`src/rtl/interrupt_controller_pkg.sv`:
```
// Shared types and limits for the interrupt controller.
package interrupt_controller_pkg;

   typedef enum logic [1:0] {
      IDLE    = 2'd0,
      REQ     = 2'd1,
      SERVICE = 2'd2,
      HOLD    = 2'd3
   } state_t;

   localparam int N_INT_MAX       = 8;
   localparam int SYNC_STAGES_MIN = 2;

endpackage

```
`src/rtl/interrupt_controller_if.sv`:
```
// Core-side mask/handshake bus; master = processor core, slave = controller.
interface interrupt_controller_if #(
   parameter int N_INT = 4
);
   logic             i_mask_wr;
   logic [N_INT-1:0] i_mask_data;
   logic             i_ack;
   logic             i_done;
   logic             o_int_req;
   logic [N_INT-1:0] o_snapshot;
   logic [N_INT-1:0] o_mask;
   logic [N_INT-1:0] o_overflow;

   modport master (
      output i_mask_wr, i_mask_data, i_ack, i_done,
      input  o_int_req, o_snapshot, o_mask, o_overflow
   );

   modport slave (
      input  i_mask_wr, i_mask_data, i_ack, i_done,
      output o_int_req, o_snapshot, o_mask, o_overflow
   );
endinterface

```
`src/rtl/interrupt_controller_sync_detect.sv`:
```
// Per-source synchronizer chain followed by rising-edge or level-high event detect.
module interrupt_sync_detect
   import interrupt_controller_pkg::*;
#(
   parameter int SYNC_STAGES = SYNC_STAGES_MIN,
   parameter bit EDGE        = 1'b1
) (
   input  logic s_clk,
   input  logic s_rst,
   input  logic i_line,
   output logic o_event
);
   logic [SYNC_STAGES-1:0] sync_q;
   logic                   prev_q;

   always_ff @(posedge s_clk or negedge s_rst) begin
      if (!s_rst) begin
         sync_q <= '0;
         prev_q <= 1'b0;
      end else begin
         sync_q <= {sync_q[SYNC_STAGES-2:0], i_line};
         prev_q <= sync_q[SYNC_STAGES-1];
      end
   end

   assign o_event = EDGE ? (sync_q[SYNC_STAGES-1] & ~prev_q) : sync_q[SYNC_STAGES-1];
endmodule

```
`src/rtl/interrupt_controller.sv`:
```
// Interrupt receiver: sync/detect, pending latch, mask, request/ack/done FSM.
// Optional lost-event flags built when INTERRUPT_CONTROLLER_OVERFLOW_EN is defined.
module interrupt_controller
   import interrupt_controller_pkg::*;
#(
   parameter int         N_INT       = 4,
   parameter int         SYNC_STAGES = 2,
   parameter logic [7:0] EDGE_MODE   = 8'hFF,
   parameter logic [7:0] INIT_MASK   = 8'hFF
) (
   input  logic                    s_clk,
   input  logic                    s_rst,
   input  logic [N_INT-1:0]        i_interrupt,
   interrupt_controller_if.slave   bus
);
   state_t           state;
   logic [N_INT-1:0] evt;
   logic [N_INT-1:0] pend;
   logic [N_INT-1:0] req_vec;
   logic             ack_take;
   logic             mask_kill;

   for (genvar g = 0; g < N_INT; g++) begin : g_src
      interrupt_sync_detect #(
         .SYNC_STAGES (SYNC_STAGES),
         .EDGE        (EDGE_MODE[g])
      ) u_sync_detect (
         .s_clk   (s_clk),
         .s_rst   (s_rst),
         .i_line  (i_interrupt[g]),
         .o_event (evt[g])
      );
   end

   assign req_vec   = pend & bus.o_mask;
   assign ack_take  = (state == REQ) && bus.i_ack;
   // A mask write that leaves nothing enabled pending cancels a request.
   assign mask_kill = bus.i_mask_wr && !(|(pend & bus.i_mask_data));

   // Events on the clearing edge win, so level sources re-pend immediately.
   always_ff @(posedge s_clk or negedge s_rst) begin
      if (!s_rst) pend <= '0;
      else        pend <= (pend & ~(ack_take ? req_vec : '0)) | evt;
   end

   always_ff @(posedge s_clk or negedge s_rst) begin
      if (!s_rst)              bus.o_mask <= INIT_MASK[N_INT-1:0];
      else if (bus.i_mask_wr)  bus.o_mask <= bus.i_mask_data;
   end

   always_ff @(posedge s_clk or negedge s_rst) begin
      if (!s_rst) begin
         state          <= IDLE;
         bus.o_int_req  <= 1'b0;
         bus.o_snapshot <= '0;
      end else begin
         case (state)
            IDLE: if ((|req_vec) && !mask_kill) begin
               state         <= REQ;
               bus.o_int_req <= 1'b1;
            end
            REQ: if (bus.i_ack) begin
               state          <= SERVICE;
               bus.o_int_req  <= 1'b0;
               bus.o_snapshot <= req_vec;
            end else if (mask_kill) begin
               state         <= IDLE;
               bus.o_int_req <= 1'b0;
            end
            SERVICE: if (bus.i_done) state <= HOLD;
            HOLD:    state <= IDLE;
            default: begin
               state         <= IDLE;
               bus.o_int_req <= 1'b0;
            end
         endcase
      end
   end

`ifdef INTERRUPT_CONTROLLER_OVERFLOW_EN
   always_ff @(posedge s_clk or negedge s_rst) begin
      if (!s_rst) bus.o_overflow <= '0;
      else        bus.o_overflow <= (ack_take ? '0 : bus.o_overflow) |
                                    (evt & pend & EDGE_MODE[N_INT-1:0]);
   end
`else
   assign bus.o_overflow = '0;
`endif
endmodule

```
`src/flat_wrapper.sv`:
```
// flat-port wrapper written by rule: the top's interface ports become plain ports
module interrupt_controller_flat import interrupt_controller_pkg::*;
#(
   parameter int         N_INT       = 4,
   parameter int         SYNC_STAGES = 2,
   parameter logic [7:0] EDGE_MODE   = 8'hFF,
   parameter logic [7:0] INIT_MASK   = 8'hFF
)
  (s_clk, s_rst, i_interrupt, bus_i_mask_wr, bus_i_mask_data, bus_i_ack, bus_i_done, bus_o_int_req, bus_o_snapshot, bus_o_mask, bus_o_overflow);
  interrupt_controller_if #(.N_INT(N_INT)) bus_i ();
  input  logic s_clk;
  input  logic s_rst;
  input  logic [N_INT-1:0] i_interrupt;
  input wire logic [$bits(bus_i.i_mask_wr)-1:0] bus_i_mask_wr;
  input wire logic [$bits(bus_i.i_mask_data)-1:0] bus_i_mask_data;
  input wire logic [$bits(bus_i.i_ack)-1:0] bus_i_ack;
  input wire logic [$bits(bus_i.i_done)-1:0] bus_i_done;
  output wire logic [$bits(bus_i.o_int_req)-1:0] bus_o_int_req;
  output wire logic [$bits(bus_i.o_snapshot)-1:0] bus_o_snapshot;
  output wire logic [$bits(bus_i.o_mask)-1:0] bus_o_mask;
  output wire logic [$bits(bus_i.o_overflow)-1:0] bus_o_overflow;
  assign bus_i.i_mask_wr = bus_i_mask_wr;
  assign bus_i.i_mask_data = bus_i_mask_data;
  assign bus_i.i_ack = bus_i_ack;
  assign bus_i.i_done = bus_i_done;
  assign bus_o_int_req = bus_i.o_int_req;
  assign bus_o_snapshot = bus_i.o_snapshot;
  assign bus_o_mask = bus_i.o_mask;
  assign bus_o_overflow = bus_i.o_overflow;
  interrupt_controller #(.N_INT(N_INT), .SYNC_STAGES(SYNC_STAGES), .EDGE_MODE(EDGE_MODE), .INIT_MASK(INIT_MASK)) u_core (.s_clk(s_clk), .s_rst(s_rst), .i_interrupt(i_interrupt), .bus(bus_i));
endmodule
```
`config.mk`:
```
export PLATFORM = sky130hd
export DESIGN_NAME = interrupt_controller_flat
export DESIGN_NICKNAME = d
export VERILOG_FILES = /design/src/rtl/interrupt_controller_pkg.sv /design/src/rtl/interrupt_controller_if.sv /design/src/rtl/interrupt_controller_sync_detect.sv /design/src/rtl/interrupt_controller.sv /design/src/flat_wrapper.sv
export SDC_FILE = /design/constraint.sdc
export NUM_CORES = 1
export LEC_CHECK = 0
export CAP_MARGIN = 20
export CORE_MARGIN = 5
export CORE_UTILIZATION = 42
export DETAILED_ROUTE_END_ITERATION = 8
export GPL_TIMING_DRIVEN = 0
export MAX_ROUTING_LAYER = met4
export PLACE_DENSITY = 0.81
export SLEW_MARGIN = 20
export SYNTH_ARGS = -nofsm -noshare
export SYNTH_HDL_FRONTEND = slang
export SYNTH_HIERARCHICAL = 1
export SYNTH_SLANG_ARGS = --single-unit
```
`constraint.sdc`:
```
create_clock -name s_clk -period 1.2 [get_ports s_clk]
set_input_delay 0.24 -clock s_clk [delete_from_list [all_inputs] [get_ports s_clk]]
set_output_delay 0.24 -clock s_clk [all_outputs]
set_load 0.005 [all_outputs]
```
==> summary.md <==
| Metric | Value |
|---|---|
| Routed wire length | 1.99 mm |
| # rows | 18 |
| Failing checks | negative setup slack |
| Sw power | 751 uW |
| Worst min path class | primary input to register |
| DRC | 0 |
| Outcome | finished with violations |
| TritonCTS Buffers | 3 |
| Fin. max-slew vios | 0 |
| Pre-Repair DR Iteration Count | 4 |
| Crit. End Element | register |
| First-pass GRT wire length | 3.23 mm |
| CP Launch Type | register |
| Slew HR | 0.621 |
| Congestion Overflow GR | 0 |
| DR vias/cell | 4.83 |
| Initial DRC Count | 19 |
| Largest delay contributor family on the critical path | compound AO/OA/AOI/OAI gates |
| Die span in x | 59.8 um |
| Starting density of the core | 0.429 |
| Synth warn | 6 |
| Netlist cell types | 22 |
| Logic pwr share | 0.327 |
| DP Wirelength | 1.37 mm |
| H-tree levels | 1 |
| Antenna cells | 0 |
| Clock tree buffer depth | 2 |
| Static leakage | 0.000686 uW |
| RSZ-0062 raised after global routing | yes |
| Initial antenna violation count | 0 |
| Final net count | 135 |
| Peak Freq | 788 MHz |
| FF-to-FF setup slack | -0.07 ns |
| Reg2reg end | u_core/bus.o_int_req$_DFFE_PN0P_ |
| Flip-flop and latch area | 682 um^2 |
| Commonest cells after routing, fill and taps aside | dfrtp_1, buf_4, nand2_1 |
| WS Path Type | register to register |
| IO buf count | 21 |
| Worst clock skew | 0.0101 ns |
| Io pins | 26 |
| Crit-path max FO | 2 |
| Global Route Usage Sum | 0.127 |
| Hold Path Depth | 1 |
| Layout cell share with drive strength beyond 1 | 0.397 |
| WL/cell | 13.2 um |
| Routed Antenna Nets | 0 |
| Vias in the first global route | 702 |
| Minimum clock period | 1.27 ns |
| Seq/Total Area, Yosys | 0.652 |
| Final hold violation count | 0 |
| Worst path slowest cell | dfrtp_1 |
| CTS tree | done |
| Syn Area/Cell | 13.0 um^2 |
| P per Cell Area | 1720 nW/um^2 |
| DIE AREA | 3580 um^2 |
| CP Cell Sequence | a222oi_1 -> and3_1 -> o211ai_1 |
| Largest net degree at the start of global routing | 28 |
| Worst-Skew Late Latency | 0.34 ns |
| Vias | 730 |
| Slew @ Worst Pin | 0.568 ns |
| Worst Path Required | 1.42 ns |
| Core Util, Final | 0.586 |
| Critical Path Max Stage Delay | 0.42 ns |
| Final setup fails | 6 |
| Setup WS pre-CTS | -0.456 ns |
| Power share of the sequential group | 0.512 |
| R2R depth | 3 |
| Final period util | 1.06 |
| Proportion of power drawn by the clock network | 0.161 |
| Multi-input logic area | 350 um^2 |
| #FFs+latches synth | 27 |
| Buf+Inv Stages, Crit Path | 0 |
| Most common cell after layout, fill and taps aside | dfrtp_1 |
| Clock net sink count | 27 |
| Max_cap viols | 0 |
| Area delta synth->final | 36.6% |
| Worst hold endpoint | u_core/g_src[1].u_sync_detect/sync_q[0]$_DFF_PN0_ |
| Cell count after synthesis | 80 |
| Final hold slack | 0.321 ns |
| Worst Path Arrival | 1.49 ns |
| Core area | 2430 um^2 |
| Mapped Area | 1040 um^2 |
| HP Start | i_interrupt[1] |
| Setup_tns | -0.305 ns |
| Final Worst Setup Slack | -0.0692 ns |
| Pint | 1710 uW |
| Root buf cell | clkbuf_4 |
| Clock transition at path regs | 0.15 ns |
| Die height | 59.8 um |
| Fillers | 212 |
| RR Startpoint | u_core/pend[1]$_DFF_PN0_ |
| Worst vdd ir | 1.00 mV |
| Power Total | 2460 uW |
| Sw Ratio | 0.306 |
| Gp weighted congestion | 0.749 |
area by class of cell:
class                           instances  area share
Multi-Input combinational cell         49       0.246
Clock buffer                            3      0.0158
Tap cell                               30      0.0263
Sequential cell                        27       0.478
Timing Repair Buffer                   34       0.198
Inverter                                2     0.00527
Clock inverter                          1     0.00351
Buffer                                  5      0.0263
per-layer routing:
metal	part of all wire	vias to the layer above	GRT usage
li1	-	348	-
met1	0.42	345	0.158
met2	0.47	33	0.196
met3	0.076	4	0.0194
met4	0.028	0	0.0696
met5	0	-	-
worst max-delay path by stage:
stage | start | end | slack (ns) | depth (start not counted)
2_1_floorplan | u_core/pend[1]$_DFF_PN0_ | u_core/bus.o_int_req$_DFFE_PN0P_ | 0.05 | 3
6_report | u_core/pend[1]$_DFF_PN0_ | u_core/bus.o_int_req$_DFFE_PN0P_ | -0.07 | 3
5_1_grt | u_core/pend[1]$_DFF_PN0_ | u_core/bus.o_int_req$_DFFE_PN0P_ | -0.11 | 3
4_1_cts | u_core/pend[1]$_DFF_PN0_ | u_core/state[0]$_DFFE_PN0P_ | -0.08 | 3
3_5_place_dp | s_rst | u_core/state[0]$_DFFE_PN0P_ | -0.46 | 1
3_3_place_gp | s_rst | u_core/state[0]$_DFFE_PN0P_ | -0.37 | 1
state kept, by name (all words and copies together), names as in the netlist, named ones only:
register / cells
u_core/g_src.u_sync_detect/sync_q: 8
u_core/bus.o_mask: 4
u_core/bus.o_snapshot: 4
u_core/g_src.u_sync_detect/prev_q: 4
u_core/pend: 4
u_core/bus.o_int_req: 1
u_core/state: 1
kinds of logic (layout without fill, tap and decap cells):
logic type	count (synthesis)	count (layout)	share of synthesized area
AO/OA/AOI/OAI	14	14	0.106
multiplexers	4	4	0.0432
buffers and inverters	7	45	0.0432
flip-flops	27	27	0.652
AND/OR/NAND/NOR	27	27	0.152
other	1	4	0.00359
metrics by stage:
step / cell area [um^2] / std cells
2_1_floorplan: 1050 / 83
6_report: 1430 / 151
3_3_place_gp: 1300 / 134
4_1_cts: 1370 / 146
5_1_grt: 1430 / 151
3_5_place_dp: 1300 / 134
repair_timing:
item,CTS,global route
hold buffers,0,1
gates cloned,0,0
pin swaps,3,4
setup endpoints to repair,35,15
hold endpoints to repair,0,23
resized for setup,27,13
buffers inserted,8,4
Yosys cell counts:
master	n	area, um^2
and3_1	1	6.26
a222oi_1	1	10.0
a22o_2	1	10.0
mux2_2	4	45.0
dfstp_2	4	105
a22o_1	1	8.76
conb_1	1	3.75
nand3b_1	1	7.51
a21o_2	1	8.76
inv_1	2	7.51
nor2_1	1	3.75
nand2_1	14	52.6
dfrtp_1	23	576
nor2b_4	4	55.1
o31ai_1	2	15.0
o211ai_1	1	7.51
o21ai_0	2	10.0
buf_4	5	37.5
nand3_1	5	25.0
and3b_1	1	8.76
a311o_1	1	10.0
a21o_1	4	30.0
power groups by stage:
stage               Sequential [uW]  Combinational, uW  Clock [uW]
floorplan                      1260                335           0
global placement               1280                605           0
detailed placement             1290                625           0
CTS                            1250                696         411
global route                   1280                883         433
finish                         1260                803         396
No activity file was read; power rests on OpenSTA's default activity.
